<file path="config.mk">
export PLATFORM = sky130hd
export DESIGN_NAME = sysbus_arbiter_flat
export DESIGN_NICKNAME = d
export VERILOG_FILES = /design/src/rtl/sysbus_pkg.sv /design/src/rtl/sysbus_arbiter_if.sv /design/src/rtl/rr_picker.sv /design/src/rtl/sysbus_arbiter.sv /design/src/flat_wrapper.sv
export SDC_FILE = /design/constraint.sdc
export NUM_CORES = 1
export LEC_CHECK = 0
export CAP_MARGIN = 20
export CORE_AREA = 2 2 39 41
export DETAILED_ROUTE_END_ITERATION = 6
export DIE_AREA = 0 0 41 43
export PLACE_DENSITY = 0.54
export SKIP_LAST_GASP = 1
export SYNTH_ARGS = -nofsm -noshare
export SYNTH_HDL_FRONTEND = slang
export SYNTH_HIERARCHICAL = 1
export SYNTH_SLANG_ARGS = --single-unit
</file>
<file path="constraint.sdc">
create_clock -name clk -period 1.9 [get_ports clk]
set_input_delay 0.285 -clock clk [delete_from_list [all_inputs] [get_ports clk]]
set_output_delay 0.285 -clock clk [all_outputs]
set_load 0.005 [all_outputs]
</file>
<file path="src/rtl/sysbus_pkg.sv">
// Shared definitions for the system bus arbiter.
//   arb_state_t            : arbiter FSM states
//   SYSBUS_MAX_MASTERS     : largest supported requester count
//   DEFAULT_TIMEOUT_CYCLES : default ownership watchdog limit
//   id_width()             : width of a master index, never less than 1
package sysbus_pkg;

    localparam int unsigned SYSBUS_MAX_MASTERS     = 8;
    localparam int unsigned DEFAULT_TIMEOUT_CYCLES = 256;

    typedef enum logic [1:0] {
        IDLE,
        GRANTED,
        RELEASE
    } arb_state_t;

    function automatic int unsigned id_width(input int unsigned n);
        return (n > 1) ? $clog2(n) : 1;
    endfunction

endpackage

</file>
<file path="src/rtl/sysbus_arbiter_if.sv">
// System bus arbitration interface.
//   breq     : per-master bus request
//   m_valid  : muxed master valid on the bus
//   ready    : slave ready/response strobe
//   bgrant   : one-hot (or zero) grant vector
//   grant_id : index of current owner (bus mux select)
//   bus_busy : any grant asserted
//   timeout  : watchdog revoke pulse
// Modports: master (bridge/bus side), slave (arbiter side).
interface sysbus_arbiter_if #(
    parameter int unsigned NUM_MASTERS = 2
);

    localparam int unsigned IdW = sysbus_pkg::id_width(NUM_MASTERS);

    logic [NUM_MASTERS-1:0] breq;
    logic                   m_valid;
    logic                   ready;
    logic [NUM_MASTERS-1:0] bgrant;
    logic [IdW-1:0]         grant_id;
    logic                   bus_busy;
    logic                   timeout;

    modport master (
        output breq, m_valid, ready,
        input  bgrant, grant_id, bus_busy, timeout
    );

    modport slave (
        input  breq, m_valid, ready,
        output bgrant, grant_id, bus_busy, timeout
    );

endinterface

</file>
<file path="src/rtl/rr_picker.sv">
// Combinational round-robin selector.
//   req        : request vector
//   last_owner : index of the previous owner; search starts at last_owner+1
//   found      : at least one request is high
//   winner     : nearest requesting index at or after last_owner+1 (mod NUM_MASTERS)
module rr_picker
    import sysbus_pkg::*;
#(
    parameter int unsigned NUM_MASTERS = 2,
    localparam int unsigned IdW = id_width(NUM_MASTERS)
) (
    input  logic [NUM_MASTERS-1:0] req,
    input  logic [IdW-1:0]         last_owner,
    output logic                   found,
    output logic [IdW-1:0]         winner
);

    logic [IdW-1:0] idx;

    always_comb begin
        found  = 1'b0;
        winner = '0;
        idx    = '0;
        // Walk from farthest to nearest so the nearest requester is written last.
        for (int i = NUM_MASTERS; i >= 1; i--) begin
            idx = IdW'((int'(last_owner) + i) % NUM_MASTERS);
            if (req[idx]) begin
                found  = 1'b1;
                winner = idx;
            end
        end
    end

endmodule

</file>
<file path="src/rtl/sysbus_arbiter.sv">
// Round-robin system bus arbiter with in-flight transfer protection.
// Ports:
//   clk : bus clock, rising edge
//   rst : asynchronous active-high reset
//   bus : sysbus_arbiter_if.slave (breq/m_valid/ready in; bgrant/grant_id/bus_busy/timeout out)
// Optional ownership watchdog compiled in with macro SYSBUS_ARB_TIMEOUT_EN.
module sysbus_arbiter
    import sysbus_pkg::*;
#(
    parameter int unsigned NUM_MASTERS    = 2,
    parameter int unsigned TIMEOUT_CYCLES = DEFAULT_TIMEOUT_CYCLES
) (
    input logic             clk,
    input logic             rst,
    sysbus_arbiter_if.slave bus
);

    localparam int unsigned IdW = id_width(NUM_MASTERS);

    if (NUM_MASTERS < 2 || NUM_MASTERS > SYSBUS_MAX_MASTERS) begin : g_bad_cfg
        $error("sysbus_arbiter: NUM_MASTERS out of range");
    end

    arb_state_t             state_q, state_d;
    logic [IdW-1:0]         owner_q, owner_d;
    logic [IdW-1:0]         last_owner_q, last_owner_d;
    logic                   inflight_q, inflight_d;
    logic [NUM_MASTERS-1:0] bgrant_q, bgrant_d;
    logic [IdW-1:0]         grant_id_q, grant_id_d;
    logic                   found;
    logic [IdW-1:0]         winner;
    logic                   xfer_busy;
    logic                   expire;

    rr_picker #(
        .NUM_MASTERS(NUM_MASTERS)
    ) u_picker (
        .req       (bus.breq),
        .last_owner(last_owner_q),
        .found     (found),
        .winner    (winner)
    );

`ifdef SYSBUS_ARB_TIMEOUT_EN
    logic [15:0] cnt_q, cnt_d;
    logic        timeout_q;

    // Counter idles at 0 outside GRANTED, so it starts from 0 on every grant.
    always_comb begin
        cnt_d = '0;
        if (state_q == GRANTED && !(bus.m_valid && bus.ready)) begin
            cnt_d = cnt_q + 16'd1;
        end
    end

    assign expire = (state_q == GRANTED) && (cnt_q == 16'(TIMEOUT_CYCLES - 1));

    always_ff @(posedge clk or posedge rst) begin
        if (rst) begin
            cnt_q     <= '0;
            timeout_q <= 1'b0;
        end else begin
            cnt_q     <= cnt_d;
            timeout_q <= expire;
        end
    end

    assign bus.timeout = timeout_q;
`else
    logic unused_timeout_cfg;
    assign unused_timeout_cfg = ^TIMEOUT_CYCLES;
    assign expire             = 1'b0;
    assign bus.timeout        = 1'b0;
`endif

    // Flag as it will stand after this cycle: ready clears, m_valid alone sets.
    assign xfer_busy = bus.ready ? 1'b0 : (bus.m_valid | inflight_q);

    always_comb begin
        state_d      = state_q;
        owner_d      = owner_q;
        last_owner_d = last_owner_q;
        inflight_d   = inflight_q;
        bgrant_d     = bgrant_q;
        grant_id_d   = grant_id_q;
        unique case (state_q)
            IDLE, RELEASE: begin
                inflight_d = 1'b0;
                bgrant_d   = '0;
                if (found) begin
                    state_d    = GRANTED;
                    owner_d    = winner;
                    grant_id_d = winner;
                    bgrant_d   = NUM_MASTERS'(1) << winner;
                end else begin
                    state_d = IDLE;
                end
            end
            GRANTED: begin
                inflight_d = xfer_busy;
                if (expire || (!bus.breq[owner_q] && !xfer_busy)) begin
                    state_d      = RELEASE;
                    bgrant_d     = '0;
                    last_owner_d = owner_q;
                    inflight_d   = 1'b0;
                end
            end
            default: begin
                state_d  = IDLE;
                bgrant_d = '0;
            end
        endcase
    end

    always_ff @(posedge clk or posedge rst) begin
        if (rst) begin
            state_q      <= IDLE;
            owner_q      <= '0;
            last_owner_q <= IdW'(NUM_MASTERS - 1);
            inflight_q   <= 1'b0;
            bgrant_q     <= '0;
            grant_id_q   <= '0;
        end else begin
            state_q      <= state_d;
            owner_q      <= owner_d;
            last_owner_q <= last_owner_d;
            inflight_q   <= inflight_d;
            bgrant_q     <= bgrant_d;
            grant_id_q   <= grant_id_d;
        end
    end

    assign bus.bgrant   = bgrant_q;
    assign bus.grant_id = grant_id_q;
    assign bus.bus_busy = |bgrant_q;

endmodule

</file>
<file path="src/flat_wrapper.sv">
// flat-port wrapper written by rule: the top's interface ports become plain ports
module sysbus_arbiter_flat import sysbus_pkg::*;
#(
    parameter int unsigned NUM_MASTERS    = 2,
    parameter int unsigned TIMEOUT_CYCLES = DEFAULT_TIMEOUT_CYCLES
)
  (clk, rst, bus_breq, bus_m_valid, bus_ready, bus_bgrant, bus_grant_id, bus_bus_busy, bus_timeout);
  sysbus_arbiter_if #(.NUM_MASTERS(NUM_MASTERS)) bus_i ();
  input logic clk;
  input logic rst;
  input wire logic [$bits(bus_i.breq)-1:0] bus_breq;
  input wire logic [$bits(bus_i.m_valid)-1:0] bus_m_valid;
  input wire logic [$bits(bus_i.ready)-1:0] bus_ready;
  output wire logic [$bits(bus_i.bgrant)-1:0] bus_bgrant;
  output wire logic [$bits(bus_i.grant_id)-1:0] bus_grant_id;
  output wire logic [$bits(bus_i.bus_busy)-1:0] bus_bus_busy;
  output wire logic [$bits(bus_i.timeout)-1:0] bus_timeout;
  assign bus_i.breq = bus_breq;
  assign bus_i.m_valid = bus_m_valid;
  assign bus_i.ready = bus_ready;
  assign bus_bgrant = bus_i.bgrant;
  assign bus_grant_id = bus_i.grant_id;
  assign bus_bus_busy = bus_i.bus_busy;
  assign bus_timeout = bus_i.timeout;
  sysbus_arbiter #(.NUM_MASTERS(NUM_MASTERS), .TIMEOUT_CYCLES(TIMEOUT_CYCLES)) u_core (.clk(clk), .rst(rst), .bus(bus_i));
endmodule
</file>
Word-level counts from Yosys, hierarchy flattened --
Index checks and enable logic that the tools add are counted.
Operators by class: add/sub/neg operators 2, multiply operators 0, divide/modulo/power cells 0, $lt $le $gt $ge 3, equal/unequal tests 3, shifts and indexed selects 1, mux-type cells 19, bitwise operators 1, reduce and logical (&&, ||, !) cells 9
Operators with widths (count):
- 1-bit two-way mux | 13
- 2-bit one-hot mux with 2 select lines | 2
- 1-bit by 2-bit < comparator with 1-bit output (second input constant) | 3
- 2-bit two-way mux | 3
- 2-bit AND reduction | 2
- 2-bit OR reduction | 2
- 1-bit adder (second input constant) | 2
- 2-bit by 1-bit equality test with 1-bit output (second input constant) | 1
- 2-bit equality test (second input constant) | 1
- 1-bit zero test | 2
- 2-bit zero test | 1
- 2-bit by 1-bit != test with 1-bit output (second input constant) | 1
- 1-bit one-hot mux with 2 select lines | 1
- 2-bit nonzero test | 1
- 1-bit by 1-bit left shift with 2-bit output (first input constant) | 1
- 1-bit logical AND | 1
- 1-bit OR | 1
Storage, ports and cells: bits in registers 7, latch bits 0, RAM bits 0, memory bits (read-only) 0, bits of input ports 6, output and inout port bits 5, logic and storage cells 43, memories kept 0

Depth between registers and ports, before layout --
Gate-level depths: netlist (run 1).
depth after elaboration 8, depth in mapped cells 4, gate-level depth less buffers 4

Hierarchy --
Netlist (run 1), hierarchy kept.
By module, submodules not included:
- sysbus_arbiter | times used 1, cells an instance 32, area an instance 329.1 um^2, sequential area each 176.4 um^2
- rr_picker | times used 1, cells an instance 2, area an instance 13.8 um^2, sequential area each 0.0 um^2

Worst setup path before layout (run 1) --
No wires, ideal clock.
path kind flip-flop to flip-flop, start point register u_core.inflight_q, end point register u_core.last_owner_q, library setup time 0.080 ns, arrival 1.023 ns, required time 1.820 ns, setup slack 0.797 ns, cell stages (with the launch flop) 4, path buffers 0, period minus slack after synthesis 1.103 ns, path through dfrtp_1 -> o21ba_2 -> o31a_1 -> o22a_1
Between the ends: longest elaborated chain between the ends 5
Ends and longest elaborated chain:
- from (decl) | RTL line sysbus_arbiter.sv:27 | logic inflight_q, inflight_d;
- from (signal assigned) | RTL line sysbus_arbiter.sv:127 | inflight_q <= inflight_d;
- 1-bit OR | RTL line sysbus_arbiter.sv:77 | assign xfer_busy = bus.ready ? 1'b0 : (bus.m_valid | inflight_q);
- 1-bit two-way mux | RTL line sysbus_arbiter.sv:77
- 1-bit zero test | RTL line sysbus_arbiter.sv:101 | if (expire || (!bus.breq[owner_q] && !xfer_busy)) begin
- 1-bit logical AND | RTL line sysbus_arbiter.sv:101
- 2-bit AND reduction (no line)
- to (signal assigned) | RTL line sysbus_arbiter.sv:119 | last_owner_q <= IdW'(NUM_MASTERS - 1);
- to (signal assigned) | RTL line sysbus_arbiter.sv:126 | last_owner_q <= last_owner_d;
- to (decl) | RTL line sysbus_arbiter.sv:26 | logic [IdW-1:0] last_owner_q, last_owner_d;
No other way between the ends. A chain may end at the register's enable or synchronous reset.

Worst setup path in the final report (run 1) --
start point register u_core.bgrant_q[1], in the netlist u_core/bus.bgrant[1], end point output bus_bus_busy
Between the ends: longest elaborated chain between the ends 1
Ends and longest elaborated chain:
- from (decl) | RTL line sysbus_arbiter.sv:28 | logic [NUM_MASTERS-1:0] bgrant_q, bgrant_d;
- from (signal assigned) | RTL line sysbus_arbiter.sv:128 | bgrant_q <= bgrant_d;
- 2-bit OR reduction | RTL line sysbus_arbiter.sv:135 | assign bus.bus_busy = |bgrant_q;
- to (decl) | RTL line flat_wrapper.sv:16 | output wire logic [$bits(bus_i.bus_busy)-1:0] bus_bus_busy;
No other way between the ends.

==> results of run 1 <==
==> registers in the layout (all words and copies together), names as in the netlist <==
name	count
u_core/state_q	2
u_core/last_owner_q	1
u_core/inflight_q	1
u_core/bus.grant_id	1
u_core/bus.bgrant	2
==> kinds of logic (layout without fill, tap and decap cells) <==
group           count (synthesis)  after routing
buf+inv                         4             16
simple gates                   12             12
flops                           7              7
compound gates                 10             10
other cells                     1              1
==> synthesized netlist by cell type <==
cell type | n | area, sq um
dfrtp_1 | 6 | 150
inv_1 | 3 | 11.3
nand2_1 | 3 | 11.3
nand2b_1 | 2 | 12.5
nand3_1 | 2 | 10.0
a211oi_1 | 1 | 7.51
a211oi_2 | 1 | 12.5
a21boi_1 | 1 | 7.51
a21oi_1 | 1 | 5.00
and2b_1 | 1 | 7.51
and3_1 | 1 | 6.26
buf_4 | 1 | 7.51
conb_1 | 1 | 3.75
dfstp_2 | 1 | 26.3
nor3_1 | 1 | 5.00
o21ai_0 | 1 | 5.00
o21ba_2 | 1 | 10.0
o22a_1 | 1 | 8.76
o22ai_1 | 1 | 6.26
o31a_1 | 1 | 8.76
o31ai_1 | 1 | 7.51
or2_1 | 1 | 6.26
or2_2 | 1 | 6.26
==> report_power, final <==
group / total [uW] / switching (uW) / internal (uW)
logic: 263 / 106 / 157
clock network: 138 / 60.7 / 77.2
registers: 275 / 55.8 / 220
total: 677 / 222 / 454
==> layer usage <==
metal	GRT usage, %	wire [um]	up-vias
met5	0	0	-
met4	4.00	0	0
met2	12.5	288	9
met3	3.14	51	0
li1	-	-	141
met1	10.5	311	124
==> final timing paths <==
check | slack [ns] | end | startpoint
worst max-delay path | 0.25 | bus_bus_busy | u_core/bus.bgrant[1]
worst min-delay path | 0.27 | u_core/state_q[1] | rst
worst max register to register | 0.70 | u_core/state_q[0] | u_core/inflight_q
worst min register to register | 0.47 | u_core/bus.bgrant[1] | u_core/state_q[1]
max in group asynchronous | 1.36 | u_core/last_owner_q | rst
min in group clk | 0.47 | u_core/bus.bgrant[1] | u_core/state_q[1]
==> final cells by class <==
| class | count | area [sq um] | share of cell area (%) |
|---|---|---|---|
| Clock buffer | 3 | 22.5 | 4.76 |
| Clock inverter | 1 | 5.00 | 1.06 |
| Inverter | 3 | 11.3 | 2.38 |
| Multi-Input combinational cell | 23 | 148 | 31.2 |
| Sequential cell | 7 | 176 | 37.3 |
| Tap cell | 16 | 20.0 | 4.23 |
| Timing Repair Buffer | 9 | 90.1 | 19.0 |
==> through the flow <==
stage	worst slack, ns	util, %
after floorplan	0.797	-
after global placement	0.352	32.2
after detailed placement	0.367	32.2
after CTS	0.237	34.2
after global routing	0.181	34.2
final	0.253	34.2
==> flow_metrics.py, run 1 <==
metrics = {
    "power_and_ir_drop": {
        "p_per_area_mw_per_mm2": 1430,
        "p_leak_uw": 0.000215,
        "ir_worst_vdd_v": 0.000528,
        "total_power_uw": 677,
    },
    "min_path": {
        "worstHoldPathType": "input port to async pin",
    },
    "cells_and_area": {
        "area_growth_pct": 38.0,
        "final_cell_mix": "9 x clkdlybuf4s50_1, 6 x dfrtp_1, 3 x clkbuf_4, 3 x nand2_1, 3 x inv_1",
        "fin_nets": 53,
        "drive_above_1_share_pct": 17.4,
        "fillers": 160,
        "fin_area_sq_um": 473,
        "final_cell_count_no_fill": 62,
        "final_common_cell": "clkdlybuf4s50_1",
        "antenna_cells": 0,
    },
    "clocking": {
        "cts_hold_buf": 0,
        "cts_tree": "done",
        "cts_root_buffer": "clkbuf_4",
        "clock_path_buffers": 2,
        "clk_pin_slew_ns": 0.06,
        "cts_buffers": 3,
        "insertion_delay_ns": 0.25,
        "htreeDepth": 1,
        "post_cts_resized": 0,
        "postCtsSetupRepairBufs": 0,
        "cts.sinks": 7,
    },
    "yosys": {
        "synth_top_family_by_area": "compound AO/OA/AOI/OAI gates",
        "yosysSeqAreaShare_pct": 51.5,
        "synthDistinctLibCells": 23,
        "syn_inst": 34,
        "synth_mux_area_share_pct": 0,
        "synth_fp_nets": 40,
        "ys_seq_elements": 7,
        "synth_compound_area_share_pct": 23.0,
        "synth_adder_area_share_pct": 0,
        "yosys_warnings": 6,
        "yosys.area_share.simple_pct": 19.0,
        "synthXorXnorAreaFrac_pct": 0,
        "netlist_area_sq_um": 343,
        "avgSynthCellArea_sq_um": 10.1,
    },
    "setup_path": {
        "arrival_ns": 1.36,
        "start_kind": "flop",
        "cp_cell_sequence": "or2_2 > clkdlybuf4s50_1",
        "reg2reg_depth": 3,
        "path_delay_family": "buffers and inverters",
        "cp.required_ns": 1.62,
        "endpoint_kind": "output pin",
        "cp_max_fo": 3,
        "path_class": "flop to output pin",
        "crit_buf_inv": 1,
        "cp_slowest_cell": "clkdlybuf4s50_1",
        "slowest_delay_ns": 0.44,
        "path_depth": 2,
    },
    "timing": {
        "hold_violations": 0,
        "period_share_pct": 86.7,
        "clock_skew_ns": 0.00207,
        "rsz0062_at_grt": "false",
        "max_freq_mhz": 607,
        "tns_ns": 0,
        "period_needed_ns": 1.65,
        "fin_hold_ws_ns": 0.267,
        "drv_slew": 0,
        "setup_viol": 0,
    },
    "job": {
        "cap_viol_max_count": 0,
    },
    "placed_design": {
        "gp_congestion": 0.645,
        "dp_cells": 58,
        "placed_area_sq_um": 445,
        "portBuffers": 9,
    },
    "grt": {
        "grt_pass1_wl_um": 993,
        "grt_start_max_net_pins": 8,
        "global_route.usage.total_pct": 8.48,
        "grt_antenna_before_repair": 0,
        "grt-ovfl-total": 0,
        "grt_pass1_vias": 253,
    },
    "floorplanning": {
        "die_area_sq_mm": 0.00176,
        "ios": 11,
        "row_count": 14,
        "die_h_um": 43,
        "core-area_sq_mm": 0.00138,
        "fp.dieW_um": 41,
        "start_util_pct": 24.8,
    },
    "detailed_routing": {
        "drc_errors": 0,
        "firstDrtPassIters": 4,
        "num_vias": 274,
        "routed_wl_um": 651,
        "drt_iter0_drc": 9,
        "viasPerCell": 4.42,
        "wl_per_cell_um": 10.5,
        "drtAntennaViolNets": 0,
    },
    "run_status": {
        "status": "complete, no violations",
    },
}
Note: power is estimated with default switching activity, not from simulation.
==> run 2, diff against run 1 <==
--- a/config.mk
+++ b/config.mk
@@ -6,9 +6,10 @@
 export NUM_CORES = 1
 export LEC_CHECK = 0
 export CAP_MARGIN = 20
-export CORE_AREA = 2 2 39 41
+export CORE_AREA = 5 5 42 44
 export DETAILED_ROUTE_END_ITERATION = 6
-export DIE_AREA = 0 0 41 43
+export DIE_AREA = 0 0 47 49
+export MAX_ROUTING_LAYER = met4
 export PLACE_DENSITY = 0.54
 export SKIP_LAST_GASP = 1
 export SYNTH_ARGS = -nofsm -noshare
==> constraint.sdc (replaced) <==
create_clock -name clk -period 1.91 [get_ports clk]
set_input_delay 0.2865 -clock clk [delete_from_list [all_inputs] [get_ports clk]]
set_output_delay 0.2865 -clock clk [all_outputs]
set_load 0.005 [all_outputs]
==> flow_metrics.py, run 2 (synthesized netlist as in run 1, its figures left out) <==
metrics = {
    "clocking": {
        "htreeDepth": 1,
        "clock_path_buffers": 2,
        "cts_root_buffer": "clkbuf_4",
        "cts_hold_buf": 0,
        "cts.sinks": 7,
        "insertion_delay_ns": 0.25,
        "cts_tree": "done",
        "post_cts_resized": 0,
        "postCtsSetupRepairBufs": 0,
        "cts_buffers": 3,
        "clk_pin_slew_ns": 0.05,
    },
    "setup_path": {
        "cp_max_fo": 3,
        "reg2reg_depth": 3,
        "r2r_setup_slack_ns": 0.71,
        "arrival_ns": 1.35,
        "cp_slowest_cell": "clkdlybuf4s50_1",
        "endpoint_kind": "output pin",
        "path_class": "flop to output pin",
        "cp_cell_sequence": "or2_2 > clkdlybuf4s50_1",
        "cp.required_ns": 1.62,
        "start_kind": "flop",
        "slowest_delay_ns": 0.44,
    },
    "timing": {
        "max_freq_mhz": 610,
        "fin_hold_ws_ns": 0.268,
        "rsz0062_at_grt": "false",
        "clock_skew_ns": 0.00261,
        "tns_ns": 0,
        "setup_viol": 0,
        "period_share_pct": 85.8,
        "drv_slew": 0,
        "hold_violations": 0,
        "period_needed_ns": 1.64,
    },
    "grt": {
        "grt_antenna_before_repair": 0,
        "grt-ovfl-total": 0,
        "grt_start_max_net_pins": 8,
        "global_route.usage.total_pct": 7.27,
        "grt_pass1_vias": 263,
        "grt_pass1_wl_um": 1140,
    },
    "cells_and_area": {
        "final_cell_mix": "9 x clkdlybuf4s50_1, 6 x dfrtp_1, 3 x clkbuf_4, 3 x nand2_1, 3 x inv_1",
        "fillers": 154,
        "antenna_cells": 0,
        "fin_nets": 53,
        "final_common_cell": "clkdlybuf4s50_1",
        "drive_above_1_share_pct": 15.2,
        "utilization_pct": 33.7,
        "area_growth_pct": 37.6,
    },
    "job": {
        "cap_viol_max_count": 0,
    },
    "placed_design": {
        "gp_congestion": 0.656,
        "dp.final_hpwl_um": 546,
        "portBuffers": 9,
    },
    "floorplanning": {
        "core-area_sq_mm": 0.00140,
        "fp.dieW_um": 47,
        "row_count": 14,
        "ios": 11,
        "die_h_um": 49,
        "die_area_sq_mm": 0.00230,
        "start_util_pct": 24.5,
    },
    "power_and_ir_drop": {
        "p_per_area_mw_per_mm2": 1430,
        "ir_worst_vdd_v": 0.000419,
        "p_leak_uw": 0.000212,
    },
    "detailed_routing": {
        "wl_per_cell_um": 11.1,
        "firstDrtPassIters": 4,
        "drt_iter0_drc": 7,
        "drtAntennaViolNets": 0,
        "viasPerCell": 4.73,
        "num_vias": 293,
        "routed_wl_um": 689,
        "drc_errors": 0,
    },
    "min_path": {
        "worstHoldPathType": "input port to async pin",
    },
    "run_status": {
        "status": "complete, no violations",
    },
}
==> run 2: worst max-delay path, delay by kind of cell (launching register included) <==
family                 cells  cell delay, ns
DFF                        1            0.38
and+or+nand+nor            1            0.29
buffers and inverters      1            0.44
==> run 2: stage by stage <==
| stage | std cells | cell area, sq um | total power (uW) | setup slack [ns] |
|---|---|---|---|---|
| after floorplan | 34 | 343 | 412 | 0.807 |
| after global placement | 58 | 445 | 542 | 0.381 |
| after detailed placement | 58 | 445 | 544 | 0.387 |
| after CTS | 62 | 472 | 686 | 0.250 |
| after global routing | 62 | 472 | 733 | 0.212 |
| final | 62 | 472 | 674 | 0.271 |
==> run 2: final timing paths <==
path,start,endpoint
max,u_core/bus.bgrant[1],bus_bus_busy
min,rst,u_core/state_q[1]
max reg2reg,u_core/inflight_q,u_core/state_q[0]
min reg2reg,u_core/state_q[1],u_core/bus.bgrant[1]
max in group asynchronous,rst,u_core/last_owner_q
min in group clk,u_core/state_q[1],u_core/bus.bgrant[1]
==> run 2: final cells by class <==
type | count | area, sq um | share of cell area, %
inverter | 3 | 11.3 | 2.39
sequential | 7 | 176 | 37.4
timing repair buffer | 9 | 90.1 | 19.1
multi-input combinational | 23 | 148 | 31.3
clock buffer | 4 | 26.3 | 5.57
tap | 16 | 20.0 | 4.24
==> run 2: power breakdown <==
group | internal (uW) | total, uW | leakage, uW | switching, uW
clock network | 79.7 | 133 | 0.0000150 | 53.7
registers | 219 | 276 | 0.0000868 | 57.6
logic | 157 | 264 | 0.000110 | 108
total | 455 | 674 | 0.000212 | 219
==> run 2: routing by layer <==
metal | up-vias | GRT usage (%) | wire length, um
li1 | 143 | - | -
met3 | 0 | 3.32 | 74
met1 | 134 | 9.42 | 309
met5 | - | - | 0
met4 | 0 | 5.53 | 0
met2 | 16 | 8.37 | 305
